$ cat src/rtl/dbus_ram_bridge_if.sv
// Bundle of CPU data-bus command/response and RAM port signals for dbus_ram_bridge.
// The bridge connects through the slave modport; the CPU and RAM side connects through master.
interface dbus_ram_bridge_if #(
  parameter int ADDR_WIDTH = 16
) ();
  logic                  cmd_valid;
  logic                  cmd_ready;
  logic                  cmd_write;
  logic [ADDR_WIDTH-1:0] cmd_addr;
  logic [1:0]            cmd_size;
  logic                  cmd_unsigned;
  logic [31:0]           cmd_data;

  logic                  rsp_valid;
  logic                  rsp_ready;
  logic [31:0]           rsp_data;
  logic                  rsp_error;

  logic                  ram_wr_en;
  logic [3:0]            ram_wr_mask;
  logic [ADDR_WIDTH-3:0] ram_wr_addr;
  logic [31:0]           ram_wr_data;
  logic                  ram_rd_en;
  logic [ADDR_WIDTH-3:0] ram_rd_addr;
  logic [31:0]           ram_rd_data;

  modport slave (
    input  cmd_valid, cmd_write, cmd_addr, cmd_size, cmd_unsigned, cmd_data,
    input  rsp_ready, ram_rd_data,
    output cmd_ready, rsp_valid, rsp_data, rsp_error,
    output ram_wr_en, ram_wr_mask, ram_wr_addr, ram_wr_data, ram_rd_en, ram_rd_addr
  );

  modport master (
    output cmd_valid, cmd_write, cmd_addr, cmd_size, cmd_unsigned, cmd_data,
    output rsp_ready, ram_rd_data,
    input  cmd_ready, rsp_valid, rsp_data, rsp_error,
    input  ram_wr_en, ram_wr_mask, ram_wr_addr, ram_wr_data, ram_rd_en, ram_rd_addr
  );
endinterface

$ cat src/rtl/dbus_ram_bridge.sv
// Bridges a single-outstanding CPU load/store bus onto a synchronous-read RAM with byte-mask writes.
// Stores and rejected commands respond one cycle after acceptance; loads respond after two.
module dbus_ram_bridge #(
  parameter int ADDR_WIDTH = 16,
  parameter int DATA_WIDTH = 32
) (
  input logic            clk,
  input logic            resetn,
  dbus_ram_bridge_if.slave bus
);

  typedef enum logic [1:0] {
    IDLE = 2'd0,
    READ = 2'd1,
    RESP = 2'd2
  } state_t;

  state_t                state_q;
  logic                  rsp_valid_q;
  logic                  rsp_error_q;
  logic [DATA_WIDTH-1:0] rsp_data_q;
  logic [1:0]            off_q;
  logic [1:0]            size_q;
  logic                  unsigned_q;

  logic                  fire;
  logic                  bad;
  logic [1:0]            off;
  logic [DATA_WIDTH-1:0] shifted;
  logic [DATA_WIDTH-1:0] load_val_d;

  assign off           = bus.cmd_addr[1:0];
  assign bus.cmd_ready = (state_q == IDLE);
  // Gating with resetn keeps both RAM enables low while reset is held.
  assign fire          = bus.cmd_valid & bus.cmd_ready & resetn;

  always_comb begin
    bad = 1'b0;
    case (bus.cmd_size)
      2'd1:    bad = off[0];
      2'd2:    bad = (off != 2'd0);
      2'd3:    bad = 1'b1;
      default: bad = 1'b0;
    endcase
  end

  assign bus.ram_wr_en   = fire & bus.cmd_write & ~bad;
  assign bus.ram_rd_en   = fire & ~bus.cmd_write & ~bad;
  assign bus.ram_wr_addr = bus.cmd_addr[ADDR_WIDTH-1:2];
  assign bus.ram_rd_addr = bus.cmd_addr[ADDR_WIDTH-1:2];

  always_comb begin
    bus.ram_wr_mask = 4'b1111;
    bus.ram_wr_data = bus.cmd_data;
    case (bus.cmd_size)
      2'd0: begin
        bus.ram_wr_mask = 4'b0001 << off;
        bus.ram_wr_data = {4{bus.cmd_data[7:0]}};
      end
      2'd1: begin
        bus.ram_wr_mask = 4'b0011 << off;
        bus.ram_wr_data = {2{bus.cmd_data[15:0]}};
      end
      default: begin
        bus.ram_wr_mask = 4'b1111;
        bus.ram_wr_data = bus.cmd_data;
      end
    endcase
  end

  // Lane selection uses the offset captured at acceptance, since cmd_addr may change meanwhile.
  always_comb begin
    shifted    = bus.ram_rd_data >> {off_q, 3'b000};
    load_val_d = shifted;
    case (size_q)
      2'd0:    load_val_d = unsigned_q ? {24'h0, shifted[7:0]}
                                       : {{24{shifted[7]}}, shifted[7:0]};
      2'd1:    load_val_d = unsigned_q ? {16'h0, shifted[15:0]}
                                       : {{16{shifted[15]}}, shifted[15:0]};
      default: load_val_d = shifted;
    endcase
  end

  always_ff @(posedge clk or negedge resetn) begin
    if (!resetn) begin
      state_q     <= IDLE;
      rsp_valid_q <= 1'b0;
      rsp_error_q <= 1'b0;
      rsp_data_q  <= '0;
      off_q       <= 2'd0;
      size_q      <= 2'd0;
      unsigned_q  <= 1'b0;
    end else begin
      case (state_q)
        IDLE: begin
          if (fire) begin
            if (bad || bus.cmd_write) begin
              state_q     <= RESP;
              rsp_valid_q <= 1'b1;
              rsp_data_q  <= '0;
              rsp_error_q <= bad;
            end else begin
              state_q    <= READ;
              off_q      <= off;
              size_q     <= bus.cmd_size;
              unsigned_q <= bus.cmd_unsigned;
            end
          end
        end
        READ: begin
          state_q     <= RESP;
          rsp_valid_q <= 1'b1;
          rsp_data_q  <= load_val_d;
          rsp_error_q <= 1'b0;
        end
        RESP: begin
          if (bus.rsp_ready) begin
            state_q     <= IDLE;
            rsp_valid_q <= 1'b0;
          end
        end
        default: state_q <= IDLE;
      endcase
    end
  end

  assign bus.rsp_valid = rsp_valid_q;
  assign bus.rsp_data  = rsp_data_q;
  assign bus.rsp_error = rsp_error_q;

endmodule

$ cat src/flat_wrapper.sv
// flat-port wrapper written by rule: the top's interface ports become plain ports
module dbus_ram_bridge_flat 
#(
  parameter int ADDR_WIDTH = 16,
  parameter int DATA_WIDTH = 32
)
  (clk, resetn, bus_cmd_valid, bus_cmd_write, bus_cmd_addr, bus_cmd_size, bus_cmd_unsigned, bus_cmd_data, bus_rsp_ready, bus_ram_rd_data, bus_cmd_ready, bus_rsp_valid, bus_rsp_data, bus_rsp_error, bus_ram_wr_en, bus_ram_wr_mask, bus_ram_wr_addr, bus_ram_wr_data, bus_ram_rd_en, bus_ram_rd_addr);
  dbus_ram_bridge_if #(.ADDR_WIDTH(ADDR_WIDTH)) bus_i ();
  input logic clk;
  input logic resetn;
  input wire logic [$bits(bus_i.cmd_valid)-1:0] bus_cmd_valid;
  input wire logic [$bits(bus_i.cmd_write)-1:0] bus_cmd_write;
  input wire logic [$bits(bus_i.cmd_addr)-1:0] bus_cmd_addr;
  input wire logic [$bits(bus_i.cmd_size)-1:0] bus_cmd_size;
  input wire logic [$bits(bus_i.cmd_unsigned)-1:0] bus_cmd_unsigned;
  input wire logic [$bits(bus_i.cmd_data)-1:0] bus_cmd_data;
  input wire logic [$bits(bus_i.rsp_ready)-1:0] bus_rsp_ready;
  input wire logic [$bits(bus_i.ram_rd_data)-1:0] bus_ram_rd_data;
  output wire logic [$bits(bus_i.cmd_ready)-1:0] bus_cmd_ready;
  output wire logic [$bits(bus_i.rsp_valid)-1:0] bus_rsp_valid;
  output wire logic [$bits(bus_i.rsp_data)-1:0] bus_rsp_data;
  output wire logic [$bits(bus_i.rsp_error)-1:0] bus_rsp_error;
  output wire logic [$bits(bus_i.ram_wr_en)-1:0] bus_ram_wr_en;
  output wire logic [$bits(bus_i.ram_wr_mask)-1:0] bus_ram_wr_mask;
  output wire logic [$bits(bus_i.ram_wr_addr)-1:0] bus_ram_wr_addr;
  output wire logic [$bits(bus_i.ram_wr_data)-1:0] bus_ram_wr_data;
  output wire logic [$bits(bus_i.ram_rd_en)-1:0] bus_ram_rd_en;
  output wire logic [$bits(bus_i.ram_rd_addr)-1:0] bus_ram_rd_addr;
  assign bus_i.cmd_valid = bus_cmd_valid;
  assign bus_i.cmd_write = bus_cmd_write;
  assign bus_i.cmd_addr = bus_cmd_addr;
  assign bus_i.cmd_size = bus_cmd_size;
  assign bus_i.cmd_unsigned = bus_cmd_unsigned;
  assign bus_i.cmd_data = bus_cmd_data;
  assign bus_i.rsp_ready = bus_rsp_ready;
  assign bus_i.ram_rd_data = bus_ram_rd_data;
  assign bus_cmd_ready = bus_i.cmd_ready;
  assign bus_rsp_valid = bus_i.rsp_valid;
  assign bus_rsp_data = bus_i.rsp_data;
  assign bus_rsp_error = bus_i.rsp_error;
  assign bus_ram_wr_en = bus_i.ram_wr_en;
  assign bus_ram_wr_mask = bus_i.ram_wr_mask;
  assign bus_ram_wr_addr = bus_i.ram_wr_addr;
  assign bus_ram_wr_data = bus_i.ram_wr_data;
  assign bus_ram_rd_en = bus_i.ram_rd_en;
  assign bus_ram_rd_addr = bus_i.ram_rd_addr;
  dbus_ram_bridge #(.ADDR_WIDTH(ADDR_WIDTH), .DATA_WIDTH(DATA_WIDTH)) u_core (.clk(clk), .resetn(resetn), .bus(bus_i));
endmodule
$ cat config.mk
export PLATFORM = sky130hd
export DESIGN_NAME = dbus_ram_bridge_flat
export DESIGN_NICKNAME = d
export VERILOG_FILES = /design/src/rtl/dbus_ram_bridge_if.sv /design/src/rtl/dbus_ram_bridge.sv /design/src/flat_wrapper.sv
export SDC_FILE = /design/constraint.sdc
export NUM_CORES = 1
export LEC_CHECK = 0
export CORE_MARGIN = 2
export CORE_UTILIZATION = 33
export CTS_CLUSTER_DIAMETER = 200
export DETAILED_ROUTE_END_ITERATION = 8
export HOLD_SLACK_MARGIN = 0.1
export PLACE_DENSITY = 0.75
export SYNTH_ARGS = -nofsm -noshare
export SYNTH_HDL_FRONTEND = slang
export SYNTH_SLANG_ARGS = --single-unit
$ cat constraint.sdc
create_clock -name clk -period 1.7 [get_ports clk]
set_clock_uncertainty 0.1 [all_clocks]
set_input_delay 0.17 -clock clk [delete_from_list [all_inputs] [get_ports clk]]
set_output_delay 0.17 -clock clk [all_outputs]
set_load 0.01 [all_outputs]
==> results.sh <==
export IMPL_status="finished with violations"
export IMPL_violations="setup timing"
export IMPL_max_stage_delay_ns=0.40
export IMPL_yosysTopAreaCellShare=0.351
export IMPL_path_delay_family="compound AO/OA/AOI/OAI gates"
export IMPL_fin_crit_ns=1.77
export IMPL_antennaDiodeCount=0
export IMPL_synth_async_sr_flop_share=1.00
export IMPL_cts_root_buf="clkbuf_8"
export IMPL_p_leak_nw=2.24
export IMPL_vias_per_cell=5.11
export IMPL_clockPowerShare=0.165
export IMPL_critPathMaxFanout=16
export IMPL_setup_worst_path_class="flop to flop"
export IMPL_setup_violations=28
export IMPL_fillCellCount=751
export IMPL_yosys_area_top_type="dfrtp_1"
export IMPL_clkLatencyLatePin_ns=0.30
export IMPL_avgSynthCellArea_um2=9.71
export IMPL_min_from="bus_cmd_write"
export IMPL_cts_max_level=2
export IMPL_num_io_pins=189
export IMPL_wl_per_cell_um=17.5
export IMPL_grt_max_degree=42
export IMPL_hold_path_class="input port to flop"
export IMPL_synth_top_cells_by_area="dfrtp_1 35%, mux2_2 12%, buf_4 9.5%, mux2i_1 8.6%, o21ai_0 5.6%"
export IMPL_max_vdd_ir_drop_uv=400
export IMPL_fmax_mhz=565
export IMPL_area_growth_syn_to_layout_pct=68.5
export IMPL_syn_inst=301
export IMPL_cts_tree="yes"
export IMPL_grt_pass1_vias=3105
export IMPL_end_kind="flop"
export IMPL_placementRows=34
export IMPL_cp_startpoint="u_core.state_q[1]$_DFFE_PN0P_"
export IMPL_r2r_slack_ns=-0.07
export IMPL_drt_iter0_markers=109
export IMPL_holdPathStages=3
export IMPL_netlist_area_um2=2920
export IMPL_final_nets=547
export IMPL_drive_gt1_frac=0.348
export IMPL_finalMaxSlewViolations=0
export IMPL_vias=2903
export IMPL_hold_violations=0
export IMPL_layout_setup_ws_ns=-0.0700
export IMPL_maxSlewHeadroom=0.651
export IMPL_grt_antenna_before_repair=0
export IMPL_routabilityCongestion=0.837
export IMPL_worst_pin_slew_ns=0.524
export IMPL_drc_errors=0
export IMPL_crit_path_start_kind="flop"
export IMPL_portBuffers=146
export IMPL_dpl_cell_area_um2=4550
export IMPL_fin_area_um2=4930
export IMPL_yosys_warnings=0
export IMPL_pre_cts_slack_ns=-0.541
export IMPL_grt_usage=0.202
export IMPL_ys_flop_type="dfrtp_1"
export IMPL_critical_path_buf_inv_count=2
export IMPL_clock_path_buffers=2
export IMPL_p_int_mw=2.84
export IMPL_path_clk_slew_ns=0.08
export IMPL_antenna_left=0
export IMPL_synthTopCellsByCount="41 x dfrtp_1, 37 x buf_4, 33 x o21ai_0"
export IMPL_dr_pass1_iters=4
export IMPL_drt_wl_total_um=9950
export IMPL_synth_cell_types=40
export IMPL_synth_edf_count=0
export IMPL_cap_violations=0
export IMPL_p_seq_frac=0.309
export IMPL_yosysMostFrequentCell="dfrtp_1"
export IMPL_pwr_share_comb=0.526
export IMPL_path_cells="and4bb_2 > buf_4 > a31oi_4 > buf_12 > a221o_2"
export IMPL_cts_num_sinks=41
export IMPL_core_um2=8640
export IMPL_crit_arrival_ns=1.85
export IMPL_min_to="u_core.state_q[0]$_DFFE_PN0P_"
export IMPL_syn_num_nets=389
export IMPL_rr_endpoint="u_core.bus.rsp_data[28]$_DFFE_PN0P_"
export IMPL_grt_setup_unrepaired="true"
export IMPL_p_per_area_nw_per_um2=876
export IMPL_critPathSlowestCell="dfrtp_1"
export IMPL_timing_hold_ws_ns=0.214
export IMPL_ys_ff_latch=41
export IMPL_switching_share=0.342
export IMPL_p_sw_mw=1.48
export IMPL_total_power_mw=4.32
export IMPL_cp_required_ns=1.78
export IMPL_die_width_um=98.1
export IMPL_grt_pass1_wl_um=15500
export IMPL_overflow=0
export IMPL_die_height_um=98.1
export IMPL_yosysSeqAreaShare=0.351
export IMPL_worstRegToRegCells=5
export IMPL_cts_buffers=5
export IMPL_regToRegStartpoint="u_core.state_q[1]$_DFFE_PN0P_"
export IMPL_initial_core_util=0.339
export IMPL_utilization=0.570
export IMPL_dp_hpwl_um=7440
export IMPL_finalCritPeriodShare=1.04
export IMPL_die_area_um2=9630
==> worst max path at each step <==
| stage | endpoint | slack, ns | cells past startpoint |
|---|---|---|---|
| CTS | bus_ram_wr_en | -0.08 | 4 |
| detailed placement | bus_ram_wr_en | -0.54 | 6 |
| global route | u_core.bus.rsp_data[28]$_DFFE_PN0P_ | -0.12 | 5 |
| finish | u_core.bus.rsp_data[28]$_DFFE_PN0P_ | -0.07 | 5 |
| global placement | bus_ram_wr_en | -0.48 | 6 |
| floorplan | u_core.bus.rsp_data[24]$_DFFE_PN0P_ | 0.0006 | 6 |
==> registers in the layout (all words and copies together) (netlist names) <==
name	count
u_core.bus.rsp_error	1
u_core.unsigned_q	1
u_core.off_q	2
u_core.bus.rsp_data	32
u_core.size_q	2
u_core.state_q	2
u_core.bus.rsp_valid	1
==> power groups by stage <==
stage	registers [mW]	logic [mW]	clock network, mW
3_5_place_dp	1.34	2.12	0
6_report	1.33	2.27	0.714
5_1_grt	1.36	2.44	0.765
3_3_place_gp	1.33	2.08	0
4_1_cts	1.32	2.19	0.727
2_1_floorplan	1.37	1.07	0
==> logic make-up (layout without fill, tap and decap cells) <==
kind of cell	Yosys count	in the layout	share of synthesized area
buffers and inverters	62	221	0.144
muxes	56	56	0.209
AOI/OAI and AO/OA	76	76	0.179
and+or+nand+nor	65	65	0.115
DFF	41	41	0.351
xor gates and xnor gates	1	1	0.00300
==> layout by cell type, fill, tap and decap left out, types with 7 or more instances in the layout <==
cell / n
dfrtp_1: 40
buf_6: 7
clkbuf_8: 7
dlymetal6s2s_1: 10
nand2_1: 13
o21ai_0: 16
o21ai_1: 11
nand2_2: 7
nor2_1: 14
buf_4: 50
mux2_2: 30
clkdlybuf4s50_1: 109
nand3b_1: 9
dlygate4sd2_1: 20
o21ai_2: 7
a221o_2: 13
a21oi_1: 15
mux2i_1: 25
==> stage by stage <==
| step | setup TNS [ns] | cells |
|---|---|---|
| 6_report | -0.891 | 568 |
| 5_1_grt | -2.94 | 568 |
| 4_1_cts | -0.898 | 567 |
| 3_5_place_dp | -25.64 | 547 |
| 3_3_place_gp | -23.43 | 547 |
| 2_1_floorplan | 0 | 301 |
==> worst register-to-register path, cell delays in order (launching register included) <==
cell,delay [ns]
dfrtp_1,0.40
and4bb_2,0.33
buf_4,0.14
a31oi_4,0.11
buf_12,0.18
a221o_2,0.39
==> layer usage <==
metal  vias to the layer above  part of all wire  track usage
li1                       1364                 -            -
met1                      1383              0.36        0.218
met2                       121              0.54        0.383
met3                        35             0.066       0.0429
met4                         0             0.030       0.0801
met5                         -                 0            0
==> area by class of cell <==
class | count | area [um2] | share of cell area
repair buffers | 210 | 2040 | 0.414
multi-input cells | 198 | 1610 | 0.328
flip-flops and latches | 41 | 1030 | 0.209
well taps | 108 | 135 | 0.0274
clock buffers | 7 | 96.3 | 0.0196
inverters | 3 | 11.3 | 0.00229
clock inverters | 1 | 5.00 | 0.00102
==> timing repair <==
item                       in CTS  in global routing
setup endpoints to repair      68                 54
pin swaps                       6                 15
hold buffers                    1                  0
setup buffers                  10                  2
cloned                          2                  0
gates resized for setup        55                 56
hold endpoints to repair       41                  0
No activity file was read; power rests on OpenSTA's default activity.
